<file path="src/rtl/booth_div_32.sv">
// rtl/booth_div_32.sv - sequential signed restoring divider, one quotient bit per clock
// Optional DIV_UNSIGNED_SEL_EN adds an is_signed input selecting unsigned operation.
module booth_div_32 #(
  parameter int WIDTH = 32
) (
  input  logic             clk,
  input  logic             rst,
  input  logic             start,
  input  logic [WIDTH-1:0] dividend,
  input  logic [WIDTH-1:0] divisor,
`ifdef DIV_UNSIGNED_SEL_EN
  input  logic             is_signed,
`endif
  output logic             busy,
  output logic             done,
  output logic [WIDTH-1:0] quotient,
  output logic [WIDTH-1:0] remainder,
  output logic             div_by_zero
);

  localparam int CW = $clog2(WIDTH) + 1;

  typedef enum logic [2:0] {
    S_IDLE,
    S_CAPTURE,
    S_RUN,
    S_FIX,
    S_DONE
  } state_t;

  state_t           state;
  logic [WIDTH-1:0] dvd_r;
  logic [WIDTH-1:0] dvs_r;
  logic [WIDTH-1:0] q_r;
  logic [WIDTH-1:0] m_r;
  logic [WIDTH:0]   p_r;
  logic [CW-1:0]    cnt;
  logic             sq;
  logic             sr;
  logic             sgn_r;

`ifndef DIV_UNSIGNED_SEL_EN
  assign sgn_r = 1'b1;
`endif

  // Magnitudes in WIDTH+1 bits so that |-2^(WIDTH-1)| is representable.
  logic             dvd_neg;
  logic             dvs_neg;
  logic [WIDTH:0]   dvd_x;
  logic [WIDTH:0]   dvs_x;
  logic [WIDTH:0]   dvd_mag;
  logic [WIDTH:0]   dvs_mag;
  logic [WIDTH:0]   shifted;
  logic [WIDTH+1:0] diff;

  always_comb begin
    dvd_neg = sgn_r & dvd_r[WIDTH-1];
    dvs_neg = sgn_r & dvs_r[WIDTH-1];
    dvd_x   = {dvd_neg, dvd_r};
    dvs_x   = {dvs_neg, dvs_r};
    dvd_mag = dvd_neg ? -dvd_x : dvd_x;
    dvs_mag = dvs_neg ? -dvs_x : dvs_x;
    shifted = {p_r[WIDTH-1:0], q_r[WIDTH-1]};
    diff    = {1'b0, shifted} - {2'b00, m_r};
  end

  always_ff @(posedge clk) begin
    if (rst) begin
      state       <= S_IDLE;
      busy        <= 1'b0;
      done        <= 1'b0;
      quotient    <= '0;
      remainder   <= '0;
      div_by_zero <= 1'b0;
      dvd_r       <= '0;
      dvs_r       <= '0;
      q_r         <= '0;
      m_r         <= '0;
      p_r         <= '0;
      cnt         <= '0;
      sq          <= 1'b0;
      sr          <= 1'b0;
`ifdef DIV_UNSIGNED_SEL_EN
      sgn_r       <= 1'b1;
`endif
    end else begin
      case (state)
        S_IDLE: begin
          // done can still be high here after a divide-by-zero; that start is ignored.
          done <= 1'b0;
          if (done) begin
            busy <= 1'b0;
          end else if (start) begin
            dvd_r <= dividend;
            dvs_r <= divisor;
            busy  <= 1'b1;
`ifdef DIV_UNSIGNED_SEL_EN
            sgn_r <= is_signed;
`endif
            state <= (divisor == '0) ? S_DONE : S_CAPTURE;
          end
        end
        S_CAPTURE: begin
          q_r   <= dvd_mag[WIDTH-1:0];
          m_r   <= dvs_mag[WIDTH-1:0];
          p_r   <= '0;
          cnt   <= CW'(WIDTH);
          sq    <= dvd_neg ^ dvs_neg;
          sr    <= dvd_neg;
          state <= S_RUN;
        end
        S_RUN: begin
          if (!diff[WIDTH+1]) begin
            p_r <= diff[WIDTH:0];
            q_r <= {q_r[WIDTH-2:0], 1'b1};
          end else begin
            p_r <= shifted;
            q_r <= {q_r[WIDTH-2:0], 1'b0};
          end
          cnt <= cnt - CW'(1);
          if (cnt == CW'(1)) begin
            state <= S_FIX;
          end
        end
        S_FIX: begin
          quotient    <= sq ? -q_r : q_r;
          remainder   <= sr ? -p_r[WIDTH-1:0] : p_r[WIDTH-1:0];
          div_by_zero <= 1'b0;
          done        <= 1'b1;
          state       <= S_DONE;
        end
        S_DONE: begin
          // Entered with done low only on the divide-by-zero shortcut.
          if (!done) begin
            quotient    <= '1;
            remainder   <= dvd_r;
            div_by_zero <= 1'b1;
            done        <= 1'b1;
          end else begin
            done <= 1'b0;
            busy <= 1'b0;
          end
          state <= S_IDLE;
        end
        default: begin
          state <= S_IDLE;
        end
      endcase
    end
  end

endmodule

</file>
<file path="config.mk">
export PLATFORM = sky130hd
export DESIGN_NAME = booth_div_32
export DESIGN_NICKNAME = d
export VERILOG_FILES = /design/src/rtl/booth_div_32.sv
export SDC_FILE = /design/constraint.sdc
export NUM_CORES = 1
export LEC_CHECK = 0
export BUFFER_PORTS_ARGS = -buffer_cell sky130_fd_sc_hd__buf_2
export CAP_MARGIN = 30
export CELL_PAD_IN_SITES_DETAIL_PLACEMENT = 2
export CELL_PAD_IN_SITES_GLOBAL_PLACEMENT = 2
export CORE_ASPECT_RATIO = 0.7
export CORE_UTILIZATION = 38
export DETAILED_ROUTE_END_ITERATION = 8
export PLACE_DENSITY_LB_ADDON = 0.1
export SLEW_MARGIN = 10
export SYNTH_ARGS = -nofsm -noshare
export SYNTH_HDL_FRONTEND = slang
export SYNTH_SLANG_ARGS = --single-unit
</file>
<file path="constraint.sdc">
create_clock -name clk -period 9.1 [get_ports clk]
set_input_delay 1.365 -clock clk [delete_from_list [all_inputs] [get_ports clk]]
set_output_delay 1.365 -clock clk [all_outputs]
set_load 0.01 [all_outputs]
</file>
==> impl_metrics.env <==
export IMPL_crit_path_cell_trace="ha_1 -> and3_1 -> and3_1 -> a2111oi_1 -> buf_4 -> o211ai_1 -> a31oi_1 -> o21a_1 -> buf_8 -> or3b_2 -> o21ai_0"
export IMPL_drive_above_1_share=0.1239
export IMPL_slowest_delay_ps=480
export IMPL_fin_nets=1895
export IMPL_ys_types=63
export IMPL_postSynthNetCount=1821
export IMPL_gp_congestion=0.8747
export IMPL_dieArea_um2=35550
export IMPL_min_path_type="reg2reg"
export IMPL_core_area_um2=33840
export IMPL_hold_viol_final=0
export IMPL_p_total_mw=3.042
export IMPL_synth_flop_cell="dfxtp_1"
export IMPL_h_tree_depth=1
export IMPL_cp_required_ps=9510
export IMPL_crit_top_cell="and3_1"
export IMPL_path_depth=11
export IMPL_rsz0062_at_grt="false"
export IMPL_post_cts_resized=0
export IMPL_final_antenna_net_count=0
export IMPL_n_antenna_cell=0
export IMPL_portBuffers=133
export IMPL_post_cts_repair_setup_buffers=0
export IMPL_crit_family="compound AO/OA/AOI/OAI gates"
export IMPL_grt_first_pass_wirelength_um=80130
export IMPL_vdd_drop_max_v=0.0001236
export IMPL_yosys_register_bits=238
export IMPL_area_growth_pct=14.60
export IMPL_cp_end_kind="register"
export IMPL_syn_area_um2=13220
export IMPL_antenna_found_initial=0
export IMPL_cts_tree="built"
export IMPL_critPathLaunchType="register"
export IMPL_grt_use_total=0.2840
export IMPL_crit_path_max_fanout=23
export IMPL_die_h_um=158.1
export IMPL_status="completed"
export IMPL_period_needed_ps=3650
export IMPL_drtIter0Drc=840
export IMPL_skew_ps=14.18
export IMPL_dr_pass1_iters=5
export IMPL_clock_fmax_mhz=274.0
export IMPL_ys_seq_area_frac=0.3604
export IMPL_postCtsHoldBufs=0
export IMPL_worst_slew_pin_transition_ps=1002
export IMPL_via_per_inst=5.923
export IMPL_fin_tns_setup_ps=0
export IMPL_worst_path_buf_inv=2
export IMPL_floorplan_initialDensity=0.3907
export IMPL_grt_overflow=0
export IMPL_cts_root_buf="clkbuf_16"
export IMPL_p_leak_nw=5.888
export IMPL_die_w_um=224.9
export IMPL_numCtsBuffers=27
export IMPL_wl_um=50600
export IMPL_max_slew_margin_rel=0.3260
export IMPL_power_density_nw_per_um2=200.7
export IMPL_dpl_hpwl_um=36000
export IMPL_critical_path_arrival_ps=4060
export IMPL_cp_slowest_cell="dfxtp_1"
export IMPL_clk_insertion_delay_late_ps=560
export IMPL_synth_edf_count=0
export IMPL_vias=13460
export IMPL_rows=56
export IMPL_drc=0
export IMPL_grt_max_degree=82
export IMPL_grt_pass1_vias=13960
export IMPL_syn_area_per_cell_um2=7.709
export IMPL_ioPinCount=134
export IMPL_ys_warn_count=0
export IMPL_setup_viol=0
export IMPL_hold_path_depth=2
export IMPL_fin_hold_ws_ps=462.9
export IMPL_rr_worst_depth=11
export IMPL_clkTransAtPathRegs_ps=60
export IMPL_wl_per_cell_um=22.27
export IMPL_slew_violations=0
export IMPL_drv_cap=0
export IMPL_clk_path_buf_depth=3
export IMPL_clkSinkCount=238
export IMPL_synthCells=1715
export IMPL_synthArstFlopShare=0
export IMPL_finalCritPeriodShare=0.4011
export IMPL_worst_setup_path_type="reg2reg"
-- cell type report --
| cell class | instances | area, um^2 |
|---|---|---|
| Clock buffer | 40 | 804.5 |
| Clock inverter | 8 | 75.07 |
| Fill cell | 3960 | 18690 |
| Inverter | 51 | 191.4 |
| Multi-Input combinational cell | 1317 | 7891 |
| Sequential cell | 238 | 4765 |
| Tap cell | 464 | 580.6 |
| Timing Repair Buffer | 154 | 844.6 |
-- where the power goes --
| part | total [mW] | switching (mW) | internal [mW] |
|---|---|---|---|
| clock network | 1.10 | 0.461 | 0.637 |
| logic | 0.773 | 0.504 | 0.269 |
| registers | 1.17 | 0.0741 | 1.10 |
| total | 3.04 | 1.04 | 2.00 |
-- kinds of logic (layout without fill, tap and decap cells) --
group	after synthesis	after routing	synth area share
multiplexers	6	6	0.004543
adder cells (fa/ha/maj)	39	39	0.03748
XOR/XNOR	135	135	0.08943
flip-flops	238	238	0.3604
buffers and inverters	160	253	0.04571
AND/OR/NAND/NOR	652	652	0.2251
AO/OA/AOI/OAI	485	485	0.2373
-- through the flow --
stage / worst slack [ps] / util / std cells / instance area (um^2)
finish: 5450 / 0.4477 / 2272 / 15150
global route: 5248 / 0.4477 / 2272 / 15150
CTS: 5488 / 0.4473 / 2271 / 15140
detailed placement: 5216 / 0.4213 / 2223 / 14260
global placement: 5238 / 0.4208 / 2222 / 14240
floorplan: 5971 / - / 1715 / 13220
-- routing by layer --
layer  track usage  vias to the layer above  wire length, um  part of all wire
met5             0                        -                0                 0
met4       0.04730                        0              755             0.015
met3       0.03563                       64             2324             0.046
met2        0.4469                      292            22160              0.44
met1        0.4169                     6836            25360              0.50
li1              -                     6265                -                 -
-- worst paths after layout --
kind,endpoint,from,slack [ps]
setup reg to reg,p_r[18],p_r[6],5450
hold / removal,cnt[4],cnt[4],460
hold reg to reg,cnt[4],cnt[4],460
setup / recovery,p_r[18],p_r[6],5450
-- synth_stat cells (4+ instances only) --
cell / instances / area share
a31oi_1: 5 / 0.0024
or3_1: 12 / 0.0057
nor2_1: 141 / 0.040
nand2_1: 262 / 0.074
dfxtp_1: 238 / 0.36
buf_1: 6 / 0.0017
o21bai_1: 4 / 0.0023
ha_1: 38 / 0.036
or4_1: 16 / 0.0091
nor4_1: 20 / 0.0095
a311oi_1: 4 / 0.0026
o21ai_0: 73 / 0.028
or2_2: 5 / 0.0024
and2_1: 5 / 0.0024
nand2b_1: 14 / 0.0066
mux2i_1: 6 / 0.0045
xnor2_1: 61 / 0.040
a22oi_1: 46 / 0.026
clkbuf_1: 100 / 0.028
a21o_1: 7 / 0.0040
nor3_1: 54 / 0.020
o21a_1: 9 / 0.0051
o31ai_1: 26 / 0.015
nor2b_1: 12 / 0.0057
o211ai_1: 9 / 0.0051
nand3b_1: 8 / 0.0045
a221oi_1: 12 / 0.0079
nand3_1: 76 / 0.029
o22ai_1: 11 / 0.0052
a32oi_1: 8 / 0.0053
xor2_1: 74 / 0.049
inv_1: 51 / 0.014
o41ai_1: 17 / 0.011
a21oi_1: 162 / 0.061
nand4_1: 5 / 0.0024
and3_1: 11 / 0.0052
a21boi_0: 4 / 0.0023
a211oi_1: 66 / 0.037
-- layout by cell type (no fill, tap or decap), types with 6 or more instances in the layout --
cell       synthesis  final
inv_1             51     51
a221oi_1          12     12
o41ai_1           17     17
o21a_1             9      9
or4_1             16     16
nand3b_1           8      8
nand2_1          262    262
a22oi_1           46     46
ha_1              38     38
xnor2_1           61     61
a21oi_1          162    162
nor4_1            20     20
nor2_1           141    137
nor2b_1           12     10
clkbuf_8           0      8
a21o_1             7      7
or3_1             12     12
o21ai_0           73     72
and3_1            11     11
nand3_1           76     76
o31ai_1           26     26
clkbuf_16          0     27
o211ai_1           9      9
xor2_1            74     74
o22ai_1           11     11
buf_2              3    132
nor3_1            54     53
mux2i_1            6      6
buf_4              0     19
a32oi_1            8      8
nand2b_1          14     13
dfxtp_1          238    238
a211oi_1          66     66
-- registers in the layout, summed over array words and instances, names as in the netlist, 3 cells and up --
register,count
state,3
m_r,32
dvs_r,32
quotient,32
cnt,6
dvd_r,32
q_r,32
remainder,32
p_r,32
-- worst register-to-register path, stage by stage (launching register included) --
cell and delay (ps):
dfxtp_1 480, ha_1 350, and3_1 240, and3_1 210, a2111oi_1 420, buf_4 240, o211ai_1 160, a31oi_1 480
o21a_1 450, buf_8 250, or3b_2 160, o21ai_0 60
(Power assumes the default switching activity.)
